$ cat config.mk
export PLATFORM = sky130hd
export DESIGN_NAME = uart_tx_arbiter
export DESIGN_NICKNAME = d
export VERILOG_FILES = /design/src/rtl/uart_tx_arbiter.sv
export SDC_FILE = /design/constraint.sdc
export NUM_CORES = 1
export LEC_CHECK = 0
export CORE_ASPECT_RATIO = 2
export CORE_MARGIN = 2
export CORE_UTILIZATION = 45
export DETAILED_ROUTE_END_ITERATION = 10
export PLACE_DENSITY = 0.85
export SETUP_SLACK_MARGIN = 0.02
export SYNTH_ARGS = -nofsm -noshare
export SYNTH_HDL_FRONTEND = slang
export SYNTH_SLANG_ARGS = --single-unit
$ cat constraint.sdc
create_clock -name clk -period 4.3 [get_ports clk]
set_input_delay 0.86 -clock clk [delete_from_list [all_inputs] [get_ports clk]]
set_output_delay 0.86 -clock clk [all_outputs]
set_load 0.01 [all_outputs]
$ cat src/rtl/uart_tx_arbiter.sv
// ---------------------------------------------------------------------------
// uart_tx_arbiter
//
// Shares one uart_tx transmitter between N byte requesters. In IDLE it picks
// a requester (a locked previous owner first, otherwise round-robin from the
// last owner), latches that requester's byte onto tx_data, and pulses
// tx_start together with a one-hot ack. It then follows tx_busy through the
// whole frame before it arbitrates again. If the transmitter never goes busy
// within START_TIMEOUT cycles, the frame is abandoned and start_err pulses.
//
// Ports
//   clk        : the only clock
//   rst        : asynchronous, active-low reset
//   ena        : allows a new grant in IDLE; frames in flight always finish
//   req[N]     : requester i has a valid byte
//   lock[N]    : requester i keeps ownership for its next byte
//   data[N*8]  : packed bytes, requester i on bits [8i+7:8i]
//   ack[N]     : one-hot, one-cycle "byte taken" pulse
//   tx_data[8] : registered byte to the transmitter
//   tx_start   : one-cycle start pulse to the transmitter
//   tx_busy    : transmitter busy flag
//   active     : high from grant until the frame completes
//   owner      : index of the current or last granted requester
//   start_err  : one-cycle pulse when the transmitter failed to go busy
// ---------------------------------------------------------------------------
module uart_tx_arbiter #(
  parameter int N             = 4,
  parameter int IDX_BITS      = $clog2(N),
  parameter int START_TIMEOUT = 4
) (
  input  logic                clk,
  input  logic                rst,
  input  logic                ena,
  input  logic [N-1:0]        req,
  input  logic [N-1:0]        lock,
  input  logic [N*8-1:0]      data,
  output logic [N-1:0]        ack,
  output logic [7:0]          tx_data,
  output logic                tx_start,
  input  logic                tx_busy,
  output logic                active,
  output logic [IDX_BITS-1:0] owner,
  output logic                start_err
);

  typedef enum logic [1:0] {
    IDLE,
    WAIT_BUSY,
    WAIT_DONE
  } state_e;

  localparam logic [IDX_BITS:0]   NUM_REQ      = (IDX_BITS + 1)'(N);
  localparam logic [IDX_BITS-1:0] LAST_RESET   = IDX_BITS'(N - 1);
  localparam logic [3:0]          TIMEOUT_LAST = 4'(START_TIMEOUT - 1);

  state_e              state_q, state_d;
  logic [N-1:0]        ack_q, ack_d;
  logic [7:0]          tx_data_q, tx_data_d;
  logic                tx_start_q, tx_start_d;
  logic                active_q, active_d;
  logic [IDX_BITS-1:0] owner_q, owner_d;
  logic                start_err_q, start_err_d;
  logic [3:0]          cnt_q, cnt_d;
  logic [IDX_BITS-1:0] last_q, last_d;

  logic [IDX_BITS-1:0] selIdx;
  logic                selValid;
  logic [IDX_BITS:0]   cand;
  logic [IDX_BITS-1:0] candIdx;

  // Requester selection. A locked previous owner that is still requesting
  // wins outright; otherwise scan upward from last+1 (wrapping mod N) and take
  // the first request. The scan ends on last itself, so a lone unlocked
  // requester is still served. A lock bit without req is ignored.
  always_comb begin
    selIdx   = last_q;
    selValid = 1'b0;
    cand     = '0;
    candIdx  = '0;
    if (lock[last_q] && req[last_q]) begin
      selValid = 1'b1;
    end else begin
      for (int i = 1; i <= N; i++) begin
        cand = {1'b0, last_q} + (IDX_BITS + 1)'(i);
        if (cand >= NUM_REQ) begin
          cand = cand - NUM_REQ;
        end
        candIdx = cand[IDX_BITS-1:0];
        if (!selValid && req[candIdx]) begin
          selIdx   = candIdx;
          selValid = 1'b1;
        end
      end
    end
  end

  // Next-state and output logic. Pulses (ack, tx_start, start_err) default
  // low so they last exactly one cycle. last is only advanced once the
  // transmitter has actually gone busy, so an aborted grant does not move
  // the round-robin pointer.
  always_comb begin
    state_d     = state_q;
    ack_d       = '0;
    tx_data_d   = tx_data_q;
    tx_start_d  = 1'b0;
    active_d    = active_q;
    owner_d     = owner_q;
    start_err_d = 1'b0;
    cnt_d       = cnt_q;
    last_d      = last_q;

    unique case (state_q)
      IDLE: begin
        if (ena && selValid && !tx_busy) begin
          owner_d        = selIdx;
          tx_data_d      = data[{selIdx, 3'b000} +: 8];
          tx_start_d     = 1'b1;
          ack_d[selIdx]  = 1'b1;
          active_d       = 1'b1;
          cnt_d          = '0;
          state_d        = WAIT_BUSY;
        end
      end

      WAIT_BUSY: begin
        if (tx_busy) begin
          last_d  = owner_q;
          state_d = WAIT_DONE;
        end else if (cnt_q == TIMEOUT_LAST) begin
          start_err_d = 1'b1;
          active_d    = 1'b0;
          state_d     = IDLE;
        end else begin
          cnt_d = cnt_q + 4'd1;
        end
      end

      WAIT_DONE: begin
        if (!tx_busy) begin
          active_d = 1'b0;
          state_d  = IDLE;
        end
      end

      default: begin
        state_d  = IDLE;
        active_d = 1'b0;
      end
    endcase
  end

  // State and output registers. Reset puts last at N-1 so that requester 0
  // has first priority after reset.
  always_ff @(posedge clk or negedge rst) begin
    if (!rst) begin
      state_q     <= IDLE;
      ack_q       <= '0;
      tx_data_q   <= '0;
      tx_start_q  <= 1'b0;
      active_q    <= 1'b0;
      owner_q     <= '0;
      start_err_q <= 1'b0;
      cnt_q       <= '0;
      last_q      <= LAST_RESET;
    end else begin
      state_q     <= state_d;
      ack_q       <= ack_d;
      tx_data_q   <= tx_data_d;
      tx_start_q  <= tx_start_d;
      active_q    <= active_d;
      owner_q     <= owner_d;
      start_err_q <= start_err_d;
      cnt_q       <= cnt_d;
      last_q      <= last_d;
    end
  end

  assign ack       = ack_q;
  assign tx_data   = tx_data_q;
  assign tx_start  = tx_start_q;
  assign active    = active_q;
  assign owner     = owner_q;
  assign start_err = start_err_q;

endmodule
* Word-level counts from Yosys, hierarchy flattened *
Index checks and enable logic that the tools add are counted.

word-level totals
  flip-flop bits (word level) = 25
  latch bits = 0
  RAM bits = 0
  bits in read-only memories = 0
  input bits = 44
  output and inout port bits = 17
  word-level logic and storage cells = 113
  memories = 0

cells by class
  $add $sub $neg = 9
  multiply operators = 0
  div/mod/pow operators = 0
  order comparisons = 11
  eq/ne operators = 9
  shift-type cells = 1
  mux-type cells = 56
  bitwise logic cells = 0
  reductions and logical operators = 18

operators with widths
  kind                                                                   count
  2-bit 2-to-1 mux                                                       17
  32-bit by 6-bit indexed part select with 8-bit output                  1
  1-bit 2-to-1 mux                                                       24
  4-bit 2-to-1 mux                                                       5
  2-bit by 3-bit < comparator with 1-bit output (second input constant)  6
  1-bit binary-select mux with 2-bit select                              6
  3-bit greater-or-equal comparator (second input constant)              4
  2-bit inequality test (second input constant)                          5
  4-bit one-hot mux with 2 select lines                                  1
  4-bit AND reduction                                                    2
  2-bit by 1-bit subtractor with 2-bit output (second input constant)    4
  1-bit logical AND                                                      7
  2-bit by 2-bit adder with 3-bit output (second input constant)         2
  2-bit one-hot mux with 3 select lines                                  1
  4-bit by 1-bit adder with 4-bit output (second input constant)         1
  4-bit by 2-bit == test with 1-bit output (second input constant)       1
  1-bit logical NOT                                                      4
  2-bit AND reduction                                                    2
  2-bit by 1-bit adder with 3-bit output (second input constant)         1
  2-bit by 3-bit adder with 3-bit output (second input constant)         1
  3-bit inequality test (second input constant)                          1
  1-bit one-hot mux with 3 select lines                                  1
  3-bit AND reduction                                                    1
  1-bit demux with 2-bit select                                          1
  other kinds (5)                                                        5

* Longest topological paths before layout *
  word-level depth = 26
  depth in mapped cells = 9
  depth with buffers taken out = 7

* Least setup slack after synthesis *
No wires, ideal clock.

  kind = in2reg
  from = input port req[2]
  to = register tx_data_q[0], in the netlist tx_data[0]
  setup time = 0.139 ns
  data arrival time = 2.338 ns
  data required time = 4.161 ns
  path slack = 1.823 ns
  stages = 9
  path buffers = 3
  path through = buf_2 > mux4_2 > nand2_1 > a21oi_1 > a31oi_1 > buf_6 > buf_12 > mux2i_1 > o221ai_1

between the ends
  cells in the longest elaborated chain, start to end = 19

RTL lines
  element                                                                             RTL line  RTL
  from (decl)                                                                         34        input logic [N-1:0] req,
  branches (longest 19 deep; another with 1-bit binary-select mux with 2-bit select)  n/a
  to (signal assigned)                                                                168       tx_data_q <= tx_data_d;
  to (decl)                                                                           58        logic [7:0] tx_data_q, tx_data_d;

Parallel ways; which one is timed is not known. The select of a mux whose other input is x is not followed.
A chain may end at the register's enable or synchronous reset.

* Worst setup path after layout *
  from = input port req[1]
  to = register tx_data_q[1], in the netlist tx_data[1]

Same word-level chain as after synthesis.

==> flow_summary.yaml <==
outcome:
  status: "complete, no violations"
cts:
  cts_tree: "yes"
  cts_buffer_depth: 2
  post_cts.repair.setup_buffers: 0
  clock_latency_ns: 0.27
  cts_buffers: 3
  clkSlewWorstSetupHoldPaths_ns: 0.08
  cts_root_buffer: "clkbuf_8"
  post_cts_resized: 0
  h-tree-depth: 1
  postCtsHoldBufs: 0
  cts.sinks: 25
sta:
  rsz0062_at_grt: "no"
  setup_tns_ns: 0
  final.setup_skew_ns: 0.00802
  fin_crit_sh: 0.713
  worstMarginPinSlew_ns: 1.08
  slew_headroom: 0.278
  period_needed_ns: 3.07
  max_freq_mhz: 326
  hold_viol: 0
  setup_violations: 0
  slew_violations: 0
power:
  switchingPower_mw: 0.383
  ir_worst_vdd_uv: 301
  total_leakage_power_nw: 0.897
  p_int_mw: 0.674
  p_per_area_nw_per_um2: 515
  swShare: 0.362
  power_frac_comb: 0.509
  clockPowerShare: 0.126
  seq_power_share: 0.365
drt:
  vias: 1336
  drcViolationCount: 0
  viasPerCell: 5.94
  dr.pass1.iters: 4
  drtIter0Drc: 22
  antenna_left: 0
  wl_per_cell_um: 16.2
  wl_um: 3640
yosys:
  synthDistinctLibCells: 38
  synth-seq-area-share: 0.443
  synth_cells: 137
  ys_ff_latch: 25
  syn_area_per_cell_um2: 10.3
  synth_area_um2: 1420
  synth.largest_area_cell: "dfrtp_1"
  synth.net_count: 182
  yosys-top-cells-area: "dfrtp_1 (41%), mux2i_1 (11%), nand2_1 (5.0%)"
  synth_top_cell_area_share: 0.406
  ys_warn_count: 0
layout:
  mostFrequentLayoutCell: "clkdlybuf4s50_1"
  antenna_cells: 0
  nets: 241
  seq_area_um2: 628
  layout-drive-gt1-share: 0.0769
  final_cell_mix: "clkdlybuf4s50_1 (60), dfrtp_1 (23), nand2_1 (19), mux2i_1 (16)"
  syn_to_final_growth_pct: 45.0
  nFillCells: 222
  final_util: 0.689
  multi_input_area_um2: 707
global_route:
  grt_pass1_vias: 1332
  overflow: 0
  antenna_found_initial: 0
  grt_usage: 0.212
  grt_pass1_wl_um: 6000
  grt_max_degree: 26
flow_run:
  drv_cap: 0
critical_path:
  worst_path_most_repeated_cell: "nand2_1"
  cpLargestDelayFamily: "buffers and inverters"
  endpoint_kind: "flop"
  slowest_delay_ns: 0.53
  crit_buf_inv: 2
  crit_path_start_kind: "primary input"
  crit_chain: "clkdlybuf4s50_1 > o41ai_1 > nor2_1 > nand2_1 > clkinv_1 > nand2_1 > o221ai_1"
  worstSetupPathType: "in -> reg"
  path_max_fanout: 13
  required_ns: 4.43
  cp_slowest_cell: "clkdlybuf4s50_1"
  arrival_ns: 3.20
die:
  start_util: 0.476
  die_area_um2: 3640
  io_pins: 61
  dieHeight_um: 83.3
  design.core.area_um2: 2980
  dieWidth_um: 43.7
  std_cell_rows: 28
min_path:
  hp-class: "reg -> reg"
placed_design:
  hpwl_um: 2850
  place.gp.congestion: 0.846
  portBuffers: 60
[routing by layer]
layer,wire length (um),GRT usage
met1,1300,0.242
met3,138,0.0217
met4,81,0.0771
met2,2120,0.382
met5,0,0
[registers in the layout (all words and copies together), names as in the netlist]
register   count
ack            4
owner          2
state_q        2
tx_start       1
last_q         2
cnt_q          4
start_err      1
tx_data        8
active         1
[through the flow]
step	setup WS [ns]	cell area (um2)	cells	hold WS, ns	total power [mW]
6_report	1.23	2050	225	0.499	1.06
5_1_grt	1.01	2050	225	0.544	1.13
4_1_cts	1.22	2050	225	0.504	1.07
3_5_place_dp	0.933	2010	221	0.483	0.929
3_3_place_gp	0.983	2010	221	0.472	0.910
2_1_floorplan	1.82	1420	137	0.506	0.746
[power by group through the flow]
stage / clock, mW / combinational, mW / sequential [mW]
global placement: 0 / 0.525 / 0.385
finish: 0.133 / 0.537 / 0.386
CTS: 0.138 / 0.543 / 0.384
global route: 0.147 / 0.585 / 0.398
floorplan: 0 / 0.363 / 0.383
detailed placement: 0 / 0.541 / 0.387
[area by class of cell]
class,instances,share of cell area
clock buffers,3,0.0201
clock inverters,1,0.00244
well taps,30,0.0183
repair buffers,61,0.296
flip-flops and latches,25,0.306
inverters,7,0.0128
multi-input cells,98,0.344
[worst min-delay path: stages (launching register included)]
cell,delay (ns)
dfrtp_1,0.36
nand2_1,0.05
o221ai_1,0.06
[logic make-up after synthesis]
group | Yosys count | synth area share
DFF | 25 | 0.443
and+or+nand+nor | 43 | 0.144
buffers and inverters | 14 | 0.0618
xor gates and xnor gates | 2 | 0.0124
AOI/OAI and AO/OA | 31 | 0.161
adders and majority gates | 1 | 0.00883
muxes | 21 | 0.169
[synthesized netlist by cell type, drive strengths merged]
cell,instances
a2111oi,1
a21boi,1
a21oi,4
a311o,1
a311oi,1
a31oi,2
a32oi,1
and3,1
buf,6
clkbuf,1
clkinv,1
dfrtp,23
dfstp,2
ha,1
inv,6
mux2,3
mux2i,16
mux4,2
nand2,19
nand2b,4
nand4,1
nand4b,1
nor2,8
nor2b,1
nor3,3
nor3b,3
nor4,1
o21a,3
o21ai,6
o221a,1
o221ai,8
o22a,1
o41ai,1
or2,1
xor2,2
[path summary, 6_finish.rpt]
kind | startpoint | end | slack [ns] | cells after the start
worst min-delay path | tx_data[7] | tx_data[7] | 0.50 | 2
min in group asynchronous | rst | cnt_q[1] | 1.18 | 1
worst max-delay path | req[1] | tx_data[1] | 1.23 | 7
worst min register to register | tx_data[7] | tx_data[7] | 0.50 | 2
worst max register to register | last_q[0] | tx_data[1] | 1.86 | 5
max in group asynchronous | rst | tx_data[2] | 2.48 | 1
Note: power is estimated with default switching activity, not from simulation.
